--- config.mk ---
export PLATFORM = sky130hd
export DESIGN_NAME = rand_range
export DESIGN_NICKNAME = d
export VERILOG_FILES = /design/src/rtl/rand_range.sv
export SDC_FILE = /design/constraint.sdc
export NUM_CORES = 1
export LEC_CHECK = 0
export CORE_MARGIN = 4
export CORE_UTILIZATION = 45
export CTS_CLUSTER_SIZE = 25
export DETAILED_ROUTE_END_ITERATION = 8
export GPL_ROUTABILITY_DRIVEN = 0
export PLACE_DENSITY = 0.74
export SLEW_MARGIN = 20
export SYNTH_ARGS = -nofsm -noshare
export SYNTH_HDL_FRONTEND = slang
export SYNTH_SLANG_ARGS = --single-unit
--- constraint.sdc ---
create_clock -name clk -period 2.7 [get_ports clk]
set_input_delay 0.54 -clock clk [delete_from_list [all_inputs] [get_ports clk]]
set_output_delay 0.54 -clock clk [all_outputs]
set_load 0.05 [all_outputs]
--- src/rtl/rand_range.sv ---
// Uniform value source: accepts unbiased LFSR bytes, reduces them modulo RANGE
// with a serial restoring divider, and queues the results behind valid/ready.
module rand_range #(
    parameter int RANGE = 6,
    parameter int DEPTH = 4
) (
    input  logic        clk,
    input  logic        res_n,
    input  logic [7:0]  rnd_in,
    input  logic        rnd_done,
    output logic [7:0]  val,
    output logic        val_valid,
    input  logic        val_ready,
    output logic [15:0] reject_cnt,
    output logic        overrun
);

    localparam int          PW         = (DEPTH > 1) ? $clog2(DEPTH) : 1;
    localparam logic [8:0]  LIMIT      = 9'(256 - (256 % RANGE));
    localparam logic [8:0]  MODULUS    = 9'(RANGE);
    localparam logic [PW:0] FULL_COUNT = (PW + 1)'(DEPTH);

    typedef enum logic [1:0] {
        IDLE,
        DIV,
        HOLD
    } state_t;

    state_t        state_reg, state_next;
    logic [7:0]    pend_reg;
    logic          pend_valid_reg;
    logic [7:0]    dividend_reg;
    logic [8:0]    rem_reg;
    logic [2:0]    step_reg;
    logic [7:0]    hold_reg;
    logic [7:0]    mem [DEPTH];
    logic [PW-1:0] wr_ptr_reg, rd_ptr_reg;
    logic [PW:0]   count_reg;
    logic [15:0]   reject_reg;
    logic          overrun_reg;

    logic [8:0]    rem_shift, rem_step;
    logic          fifo_full, pop, push, take_pend, park;
    logic [7:0]    push_data;
    logic          in_range, accept, reject;

    // Bytes at or above LIMIT would over-represent the low residues.
    assign in_range = ({1'b0, rnd_in} < LIMIT);
    assign accept   = rnd_done && in_range;
    assign reject   = rnd_done && !in_range;

    // rem_reg never exceeds RANGE-1, so dropping its top bit on the shift is exact.
    assign rem_shift = 9'({rem_reg, dividend_reg[7]});
    assign rem_step  = (rem_shift >= MODULUS) ? (rem_shift - MODULUS) : rem_shift;

    assign fifo_full  = (count_reg == FULL_COUNT);
    assign val_valid  = (count_reg != '0);
    assign pop        = val_valid && val_ready;
    assign val        = mem[rd_ptr_reg];
    assign reject_cnt = reject_reg;
    assign overrun    = overrun_reg;

    always_comb begin
        state_next = state_reg;
        push       = 1'b0;
        push_data  = rem_step[7:0];
        take_pend  = 1'b0;
        park       = 1'b0;
        case (state_reg)
            IDLE: begin
                if (pend_valid_reg) begin
                    take_pend  = 1'b1;
                    state_next = DIV;
                end
            end
            DIV: begin
                if (step_reg == 3'd7) begin
                    if (!fifo_full) begin
                        push = 1'b1;
                        if (pend_valid_reg) begin
                            take_pend  = 1'b1;
                            state_next = DIV;
                        end else begin
                            state_next = IDLE;
                        end
                    end else begin
                        park       = 1'b1;
                        state_next = HOLD;
                    end
                end
            end
            HOLD: begin
                push_data = hold_reg;
                if (!fifo_full) begin
                    push = 1'b1;
                    if (pend_valid_reg) begin
                        take_pend  = 1'b1;
                        state_next = DIV;
                    end else begin
                        state_next = IDLE;
                    end
                end
            end
            default: state_next = IDLE;
        endcase
    end

    always_ff @(posedge clk) begin
        if (!res_n) begin
            state_reg      <= IDLE;
            pend_reg       <= '0;
            pend_valid_reg <= 1'b0;
            dividend_reg   <= '0;
            rem_reg        <= '0;
            step_reg       <= '0;
            hold_reg       <= '0;
            wr_ptr_reg     <= '0;
            rd_ptr_reg     <= '0;
            count_reg      <= '0;
            reject_reg     <= '0;
            overrun_reg    <= 1'b0;
        end else begin
            state_reg <= state_next;

            if (take_pend) begin
                dividend_reg <= pend_reg;
                rem_reg      <= '0;
                step_reg     <= '0;
            end else if (state_reg == DIV) begin
                dividend_reg <= {dividend_reg[6:0], 1'b0};
                rem_reg      <= rem_step;
                step_reg     <= step_reg + 3'd1;
            end

            if (park) begin
                hold_reg <= rem_step[7:0];
            end

            // A byte arriving as the engine drains pend slips in without loss.
            if (accept) begin
                if (!pend_valid_reg || take_pend) begin
                    pend_reg       <= rnd_in;
                    pend_valid_reg <= 1'b1;
                end else begin
                    overrun_reg <= 1'b1;
                end
            end else if (take_pend) begin
                pend_valid_reg <= 1'b0;
            end

            if (reject && (reject_reg != 16'hFFFF)) begin
                reject_reg <= reject_reg + 16'd1;
            end

            if (push) begin
                wr_ptr_reg <= wr_ptr_reg + PW'(1);
            end
            if (pop) begin
                rd_ptr_reg <= rd_ptr_reg + PW'(1);
            end
            case ({push, pop})
                2'b10:   count_reg <= count_reg + (PW + 1)'(1);
                2'b01:   count_reg <= count_reg - (PW + 1)'(1);
                default: count_reg <= count_reg;
            endcase
        end
    end

    // Storage carries no reset; stale entries are unreachable once pointers clear.
    always_ff @(posedge clk) begin
        if (push) begin
            mem[wr_ptr_reg] <= push_data;
        end
    end

endmodule

==> results.txt, run 1 <==
The area share of the largest cell type after synthesis is 30.1%. In the routed layout, each cell is associated on average with a via count of 5.24. After synthesis, the largest family of logic cells by area is simple AND/OR/NAND/NOR gates. The path class of the tightest hold or removal check is reg2reg.

The mapped cell area is 4260 µm². The effective utilization at floorplan is 46.1%. The count of boundary I/O pins is 38. The count of input and output buffers came out at 37. The detailed router finished its first iteration with 120 violations. The data arrival time of the critical path is 2760 ps. The final number of max-transition violations is 0. Among all flip-flop cells after synthesis, the most frequent one is sky130_fd_sc_hd__dfxtp_1. Of all cell types, the one taking the most synthesized area is sky130_fd_sc_hd__dfxtp_1. The share of the yosys chip area belonging to registers came out at 52.7%. The clock network latency to the later pin of the worst-skew pair is 370 ps. The tree is rooted in a sky130_fd_sc_hd__clkbuf_8. The count of mapped cells out of synthesis came out at 406. The number of antenna violations at the first check in global routing is 0.

The number of optimization iterations in the first detailed-route pass is 5. The worst clock skew came out at 12.8 ps. The run finished with clean final reports. Of all nets on the critical path, the largest fanout is 4. The post-route worst setup slack is 242 ps. Counting every sink on the clock net gives 96. The data required time at the worst endpoint is 3000 ps. In this run, CTS created clock tree buffers numbering 9. The layout has 822 filler cells. The top cell types in the final layout, fill and taps aside, are 64 x sky130_fd_sc_hd__dfxtp_1, 46 x sky130_fd_sc_hd__nor2_1, 35 x sky130_fd_sc_hd__nand2_1, 32 x sky130_fd_sc_hd__edfxtp_1, 29 x sky130_fd_sc_hd__clkdlybuf4s50_1. The die is 105 µm wide. The average wire per standard cell came out at 13.1 µm. The flip-flop count of the largest register, all copies and words added is 32. The overall die height is 105 µm. The global routing stage identified its most utilized layer as met2. Ranked by total cell area, the synthesized netlist is headed by sky130_fd_sc_hd__dfxtp_1 30%, sky130_fd_sc_hd__edfxtp_1 23%, sky130_fd_sc_hd__mux2i_1 5.2%.

The number of placed cells counting well taps is 563. The synthesized netlist devotes 4.29% of its cell area to adder and majority cells. Summed over all cells, the static leakage comes to 0.00181 µW. STA classifies the critical path startpoint as a flip-flop. The antenna diode count is 0.

The highest ir drop seen on vdd came out at 272 µV. The remaining global-route overflow is 0. The total die area came out at 11100 µm². Entering global routing, the biggest net connects 37 pins.

The power density over the cells came out at 696 nW/µm². The number of hold violations in the final report is 0. The nature of the critical path endpoint is a flip-flop. In the global route stage, met3 resource usage came out at 4.04%. In this run, synthesis produced a sequential element count of 96. The final instance count without filler cells came out at 579. Hold repair after CTS inserted 0 buffers. No sink is reached through more buffers than the 2 on the longest clock path. The deepest level of the CTS H-tree is 3. The final-layout setup total negative slack is 0 ps. The number of endpoints failing setup at the final stage is 0. The post-route antenna net violation count came out at 0.

The register clock-pin slew on the reported worst setup and hold paths came out at 100 ps. The global-route wire length before repair came out at 13200 µm. For this run, the top clock speed supported by timing is 407 MHz.

Of the cells placed in the final design, the portion with a size suffix greater than 1 is 9.11%. The global router's overall resource usage came out at 14.6%. Relative to the synthesized area, the layout overhead comes to 17.3%.

Leaving out fill and tap cells, the most frequent cell in the layout is sky130_fd_sc_hd__dfxtp_1. The classification of the worst setup path is reg2reg. The minimum clock period came out at 2460 ps. For this block, the routed nets add up to 7570 µm of wire. The residual DRC count is 0. The synthesized design contains 32 enable-type register cells. The worst slack after detailed placement came out at 236 ps.

The met1 layer usage reported by global route came out at 18.4%. Setup repair after global routing left no endpoint under its margin. The CTS tree is yes. Summing the areas of all and, or, nand and nor instances in the mapped netlist gives 17.4% of the synthesized area. The number of global-route vias before repair came out at 2860. The instance count along the most critical hold path is 2.

Max-cap violations in this run came to 0. The headroom to the max-slew limit is 65.2%. The region available for standard cell placement spans 9240 µm². The share of the cycle needed by the critical path after routing came out at 91.0%.

The xor/xnor share of the synthesized area came out at 3.06%. The compound-gate portion of the synthesized area came out at 9.85%. Detailed placement finished with a half-perimeter wire length of 5410 µm. The final hold slack is 468 ps. The fraction of synthesized area in multiplexers is 9.67%. The number of warnings issued by yosys is 0. The cell count of the worst reg-to-reg path is 11. Ranked by flip-flop count, first place goes to mem. The netlist uses 50 different library cells. At the pin with the least slew margin, the transition time is 520 ps.

In the synthesized netlist the async set-or-reset flop fraction comes to 0%. The post-layout net count is 471. For met2 alone, demand over resource in global routing was 24.0%. After synthesis, the mean cell area works out to 10.5 µm².

The floorplan has 35 rows. The total number of vias came out at 3035. When the netlist entered floorplanning its net count stood at 432.
==> through the flow <==
step | utilization (%) | cell area [µm²] | power (µW)
3_3_place_gp | 51.8 | 4790 | 2590
3_5_place_dp | 51.8 | 4790 | 2630
5_1_grt | 54.0 | 4990 | 3700
6_report | 54.0 | 4990 | 3480
4_1_cts | 53.8 | 4970 | 3510
2_1_floorplan | - | 4260 | 2430
==> worst max-delay path, cell delays in order (launching register included) <==
cell                      delay [ps]
sky130_fd_sc_hd__dfxtp_1         330
sky130_fd_sc_hd__ha_1            200
sky130_fd_sc_hd__ha_1            220
sky130_fd_sc_hd__a21oi_1         240
sky130_fd_sc_hd__nor2_2           60
sky130_fd_sc_hd__nand2_1         130
sky130_fd_sc_hd__ha_1            200
sky130_fd_sc_hd__inv_1            60
sky130_fd_sc_hd__fa_1            370
sky130_fd_sc_hd__xor2_1          160
sky130_fd_sc_hd__or3_1           300
sky130_fd_sc_hd__a21oi_1         130
==> where the power goes <==
part	internal, µW	switching, µW	total [µW]
clock network	351	531	882
logic	311	516	827
registers	1690	75.8	1770
total	2350	1120	3480
==> synth_stat cells (2+ instances only) <==
| master | count |
|---|---|
| sky130_fd_sc_hd__a211oi_1 | 14 |
| sky130_fd_sc_hd__a21oi_1 | 17 |
| sky130_fd_sc_hd__and2_1 | 2 |
| sky130_fd_sc_hd__and3_1 | 7 |
| sky130_fd_sc_hd__buf_1 | 2 |
| sky130_fd_sc_hd__clkbuf_1 | 12 |
| sky130_fd_sc_hd__dfxtp_1 | 64 |
| sky130_fd_sc_hd__edfxtp_1 | 32 |
| sky130_fd_sc_hd__ha_1 | 13 |
| sky130_fd_sc_hd__inv_1 | 16 |
| sky130_fd_sc_hd__mux2i_1 | 22 |
| sky130_fd_sc_hd__mux4_2 | 8 |
| sky130_fd_sc_hd__nand2_1 | 35 |
| sky130_fd_sc_hd__nand2b_1 | 3 |
| sky130_fd_sc_hd__nand3_1 | 25 |
| sky130_fd_sc_hd__nand3b_1 | 2 |
| sky130_fd_sc_hd__nand4_1 | 4 |
| sky130_fd_sc_hd__nor2_1 | 46 |
| sky130_fd_sc_hd__nor2b_1 | 2 |
| sky130_fd_sc_hd__nor3_1 | 6 |
| sky130_fd_sc_hd__nor4_1 | 5 |
| sky130_fd_sc_hd__o211ai_1 | 2 |
| sky130_fd_sc_hd__o21a_1 | 3 |
| sky130_fd_sc_hd__o21ai_0 | 20 |
| sky130_fd_sc_hd__o21ai_1 | 2 |
| sky130_fd_sc_hd__o21bai_1 | 2 |
| sky130_fd_sc_hd__o31ai_1 | 2 |
| sky130_fd_sc_hd__or3_1 | 5 |
| sky130_fd_sc_hd__xnor2_1 | 5 |
| sky130_fd_sc_hd__xor2_1 | 8 |
==> final timing paths <==
path                     from            to  slack, ps
setup / recovery  step_reg[0]  count_reg[2]        240
hold / removal        overrun       overrun        470
setup reg to reg  step_reg[0]  count_reg[2]        240
hold reg to reg       overrun       overrun        470
==> kinds of logic (layout without fill, tap and decap cells) <==
logic type,count (synthesis),after routing
fa+ha+maj,14,14
buf+inv,33,77
simple gates,151,151
mux,31,31
compound gates,67,67
flops,96,96
xor+xnor,14,14
==> area by class of cell <==
cell class                 instances  area (µm²)  area share, %
clock buffer                       9         124           2.48
timing repair buffer              44         455           9.12
inverter                          17        63.8           1.28
multi-input combinational        277        1890           37.8
sequential                        96        2240           44.9
tap                              129         161           3.23
clock inverter                     7        60.1           1.20
==> per-layer routing <==
metal,vias up,wire [µm]
li1,1542,-
met1,1427,3560
met2,54,3680
met3,12,244
met4,0,90
met5,-,0
==> timing repair <==
| action | in CTS | in global routing |
|---|---|---|
| buffers inserted | 0 | 0 |
| setup endpoints to repair | 0 | 8 |
| resized for setup | 0 | 8 |
No activity file was read; power rests on OpenSTA's default activity.
==> run 2, diff against run 1 <==
Settings changed: ABC_CLOCK_PERIOD_IN_PS set to 2700.
==> results of run 2 <==
Final layout, timing and power as in run 1 (identical DEF).
==> run 3, diff against run 2 <==
Settings changed: ABC_CLOCK_PERIOD_IN_PS 2700 to 3010, SKIP_CTS_REPAIR_TIMING set to 1.
Clock period 2.7 ns to 3.01 ns, I/O delays scaled along.
==> run 3 against run 2 <==
Against the previous run: via count is 4.0% lower; die area is the same; largest power group unchanged; count of clock-buffer cells in the layout unchanged; wire length up 0.12%; critical endpoint is now val[4]; largest cell class unchanged; worst setup slack better by 53 ps; non-clock buffer count decreased by 1; sequential share of layout area rose by 0.38 points.
==> results.txt, run 3 (synthesis results as in run 1) <==
The sum of net half-perimeters after detailed placement came out at 5480 µm. For the pin with the worst max-slew slack, the measured transition is 518 ps. The clock share of power is 25.2%. The max-cap violation count is 0. The number of antenna violations at the first check in global routing is 0. The final instance area came out at 4950 µm².

The headroom to the max-slew limit came out at 65.4%. The share of power burned in registers is 51.0%. The total number of placement rows is 35. The maximum fanout encountered on the critical timing path is 8. The layout overhead on the synthesized area came out at 16.4%. The total length of routed wires is 7580 µm. Buffers inserted during clock tree synthesis total 9. The residual DRC count came out at 0. The post-layout net count came out at 470.

The largest individual stage delay along the critical path comes from the cell sky130_fd_sc_hd__clkdlybuf4s50_1. The post-route antenna net violation count is 0. The peak clock frequency supported by timing is 368 MHz. The number of global-route vias before repair was 2868. The buffer levels on the longest clock path is 2.

STA classifies the critical path startpoint as a flip-flop. The setup slack on the worst flop-to-flop path came out at 510 ps. The power density over the cells came out at 629 nW/µm². Summing internal, switching and leakage power gives 3110 µW. CTS built an H-tree with a depth of 3. The layout has 838 filler cells. In the layout the commonest cells are 63 x sky130_fd_sc_hd__dfxtp_1, 46 x sky130_fd_sc_hd__nor2_1, 37 x sky130_fd_sc_hd__clkdlybuf4s50_1, 35 x sky130_fd_sc_hd__nand2_1, 32 x sky130_fd_sc_hd__edfxtp_1.

STA classifies the critical path endpoint as a primary output. The ratio of cells with drive above 1 in the final layout is 9.13%. The tree built by TritonCTS fans out to 96 sinks. The number of placed cells counting well taps came out at 562.

The internal power component came out at 2110 µW. The static leakage came out at 0.00173 µW. The number of hold violations in the final report came out at 0.

The count of input and output buffers is 37. The share of the cycle needed by the critical path after routing came out at 90.2%. The library cell used most frequently in the layout, excluding fill and tap cells, is sky130_fd_sc_hd__dfxtp_1.

The global-route wire length before repair is 13300 µm. Dividing the detail-routed via count by the number of cells gives 5.04. The core region is 9240 µm².

The x dimension of the die is 105 µm. The fraction of power consumed by combinational cells came out at 23.8%. The count of boundary I/O pins is 38. The antenna diode count is 0.

From bottom edge to top edge, the die measures 105 µm. IR analysis of the VDD net gives a maximum drop of 289 µV. The count of routing violations after the opening detailed-route iteration is 116. The register clock-pin slew on the reported worst setup and hold paths is 90 ps. The flow ran to the end, and the final reports show no timing, DRC or antenna violations. The data arrival time of the critical path is 2110 ps. The average wire per standard cell is 13.1 µm.

The number of endpoints failing setup at the final stage is 0. The final number of max-transition violations is 0. The CTS tree is yes. The finished layout holds 578 standard cells, fillers aside.

In this run switching power makes up 32.2% of total power. The root buffer cell chosen for the clock tree is sky130_fd_sc_hd__clkbuf_8. The final-layout setup total negative slack came out at 0 ps. The number of optimization iterations in the first detailed-route pass came out at 4. The class of the tightest hold or removal check is reg2reg. The flip-flop count of the largest register, all copies and words added is 32. Setup repair after global routing left no endpoint under its margin. For this run, the total global-route usage over all layers was measured as 14.5%. After layout, the minimum clock period comes to 2720 ps. The net switching power came out at 1000 µW. The register with the most flip-flops is mem.

The pin count of the biggest net entering global routing is 37. The effective utilization at floorplan is 46.1%. The clock network latency to the later pin of the worst-skew pair came out at 350 ps. Across the routed clock network, the largest skew measured is 9.17 ps. The biggest cell delay along the critical path came out at 720 ps. At the worst endpoint, the required time is 2410 ps. The area after detailed placement came out at 4770 µm². The critical path is of the reg2out type.

The total number of vias is 2914. The critical path goes through mux4_2 > clkdlybuf4s50_1. The total die area came out at 11100 µm².

The remaining global-route overflow came out at 0.
[run 3: cell types whose count changed in the layout (fill, tap and decap cells not counted)]
cell | before | now
sky130_fd_sc_hd__buf_12 | 1 | 0
sky130_fd_sc_hd__inv_6 | 4 | 5
sky130_fd_sc_hd__dfxtp_2 | 0 | 1
sky130_fd_sc_hd__clkdlybuf4s50_1 | 29 | 37
sky130_fd_sc_hd__dlymetal6s2s_1 | 8 | 0
sky130_fd_sc_hd__dfxtp_1 | 64 | 63
sky130_fd_sc_hd__clkinv_4 | 2 | 1
[run 3: power by group through the flow]
stage               clock network (µW)  logic, µW  registers (µW)
finish                             786        741            1590
global route                       867        847            1600
CTS                                817        749            1590
detailed placement                   0        743            1620
global placement                     0        713            1610
floorplan                            0        578            1600
[run 3: path summary, 6_finish.rpt]
| check | start | end | cells past startpoint |
|---|---|---|---|
| worst max register to register | step_reg[0] | count_reg[2] | 11 |
| worst max-delay path | flip-flop | val[4] | 2 |
| worst min-delay path | hold_reg[0] | hold_reg[0] | 2 |
| worst min register to register | hold_reg[0] | hold_reg[0] | 2 |
[run 3: cell type report]
cell class | instances | area (µm²) | share of cell area, %
timing repair buffer | 43 | 415 | 8.39
sequential | 96 | 2240 | 45.3
clock buffer | 9 | 124 | 2.50
multi-input combinational | 277 | 1890 | 38.1
inverter | 17 | 63.8 | 1.29
clock inverter | 7 | 60.1 | 1.21
tap | 129 | 161 | 3.26
[run 3: stage by stage]
stage                     setup WS (ps)  hold slack [ps]  utilization [%]
after global routing                197              499             53.6
after global placement              528              439             51.6
after floorplan                     627              433                -
after detailed placement            448              460             51.6
final                               295              474             53.6
after CTS                          62.3              476             53.6
[run 3: critical path: cells and delay by family, from the launching register on]
kind | cells | cell delay [ps]
flip-flops | 1 | 500
multiplexers | 1 | 540
buffers and inverters | 1 | 720
[run 3: routing by layer]
metal  wire [µm]  GRT usage (%)  share of wire [%]  up-vias
li1            -              -                  -     1528
met2        3800           25.2                 50       33
met3         208           2.94                2.7        6
met1        3500           17.8                 46     1347
met5           0              0                  0        -
met4          70           4.78               0.92        0
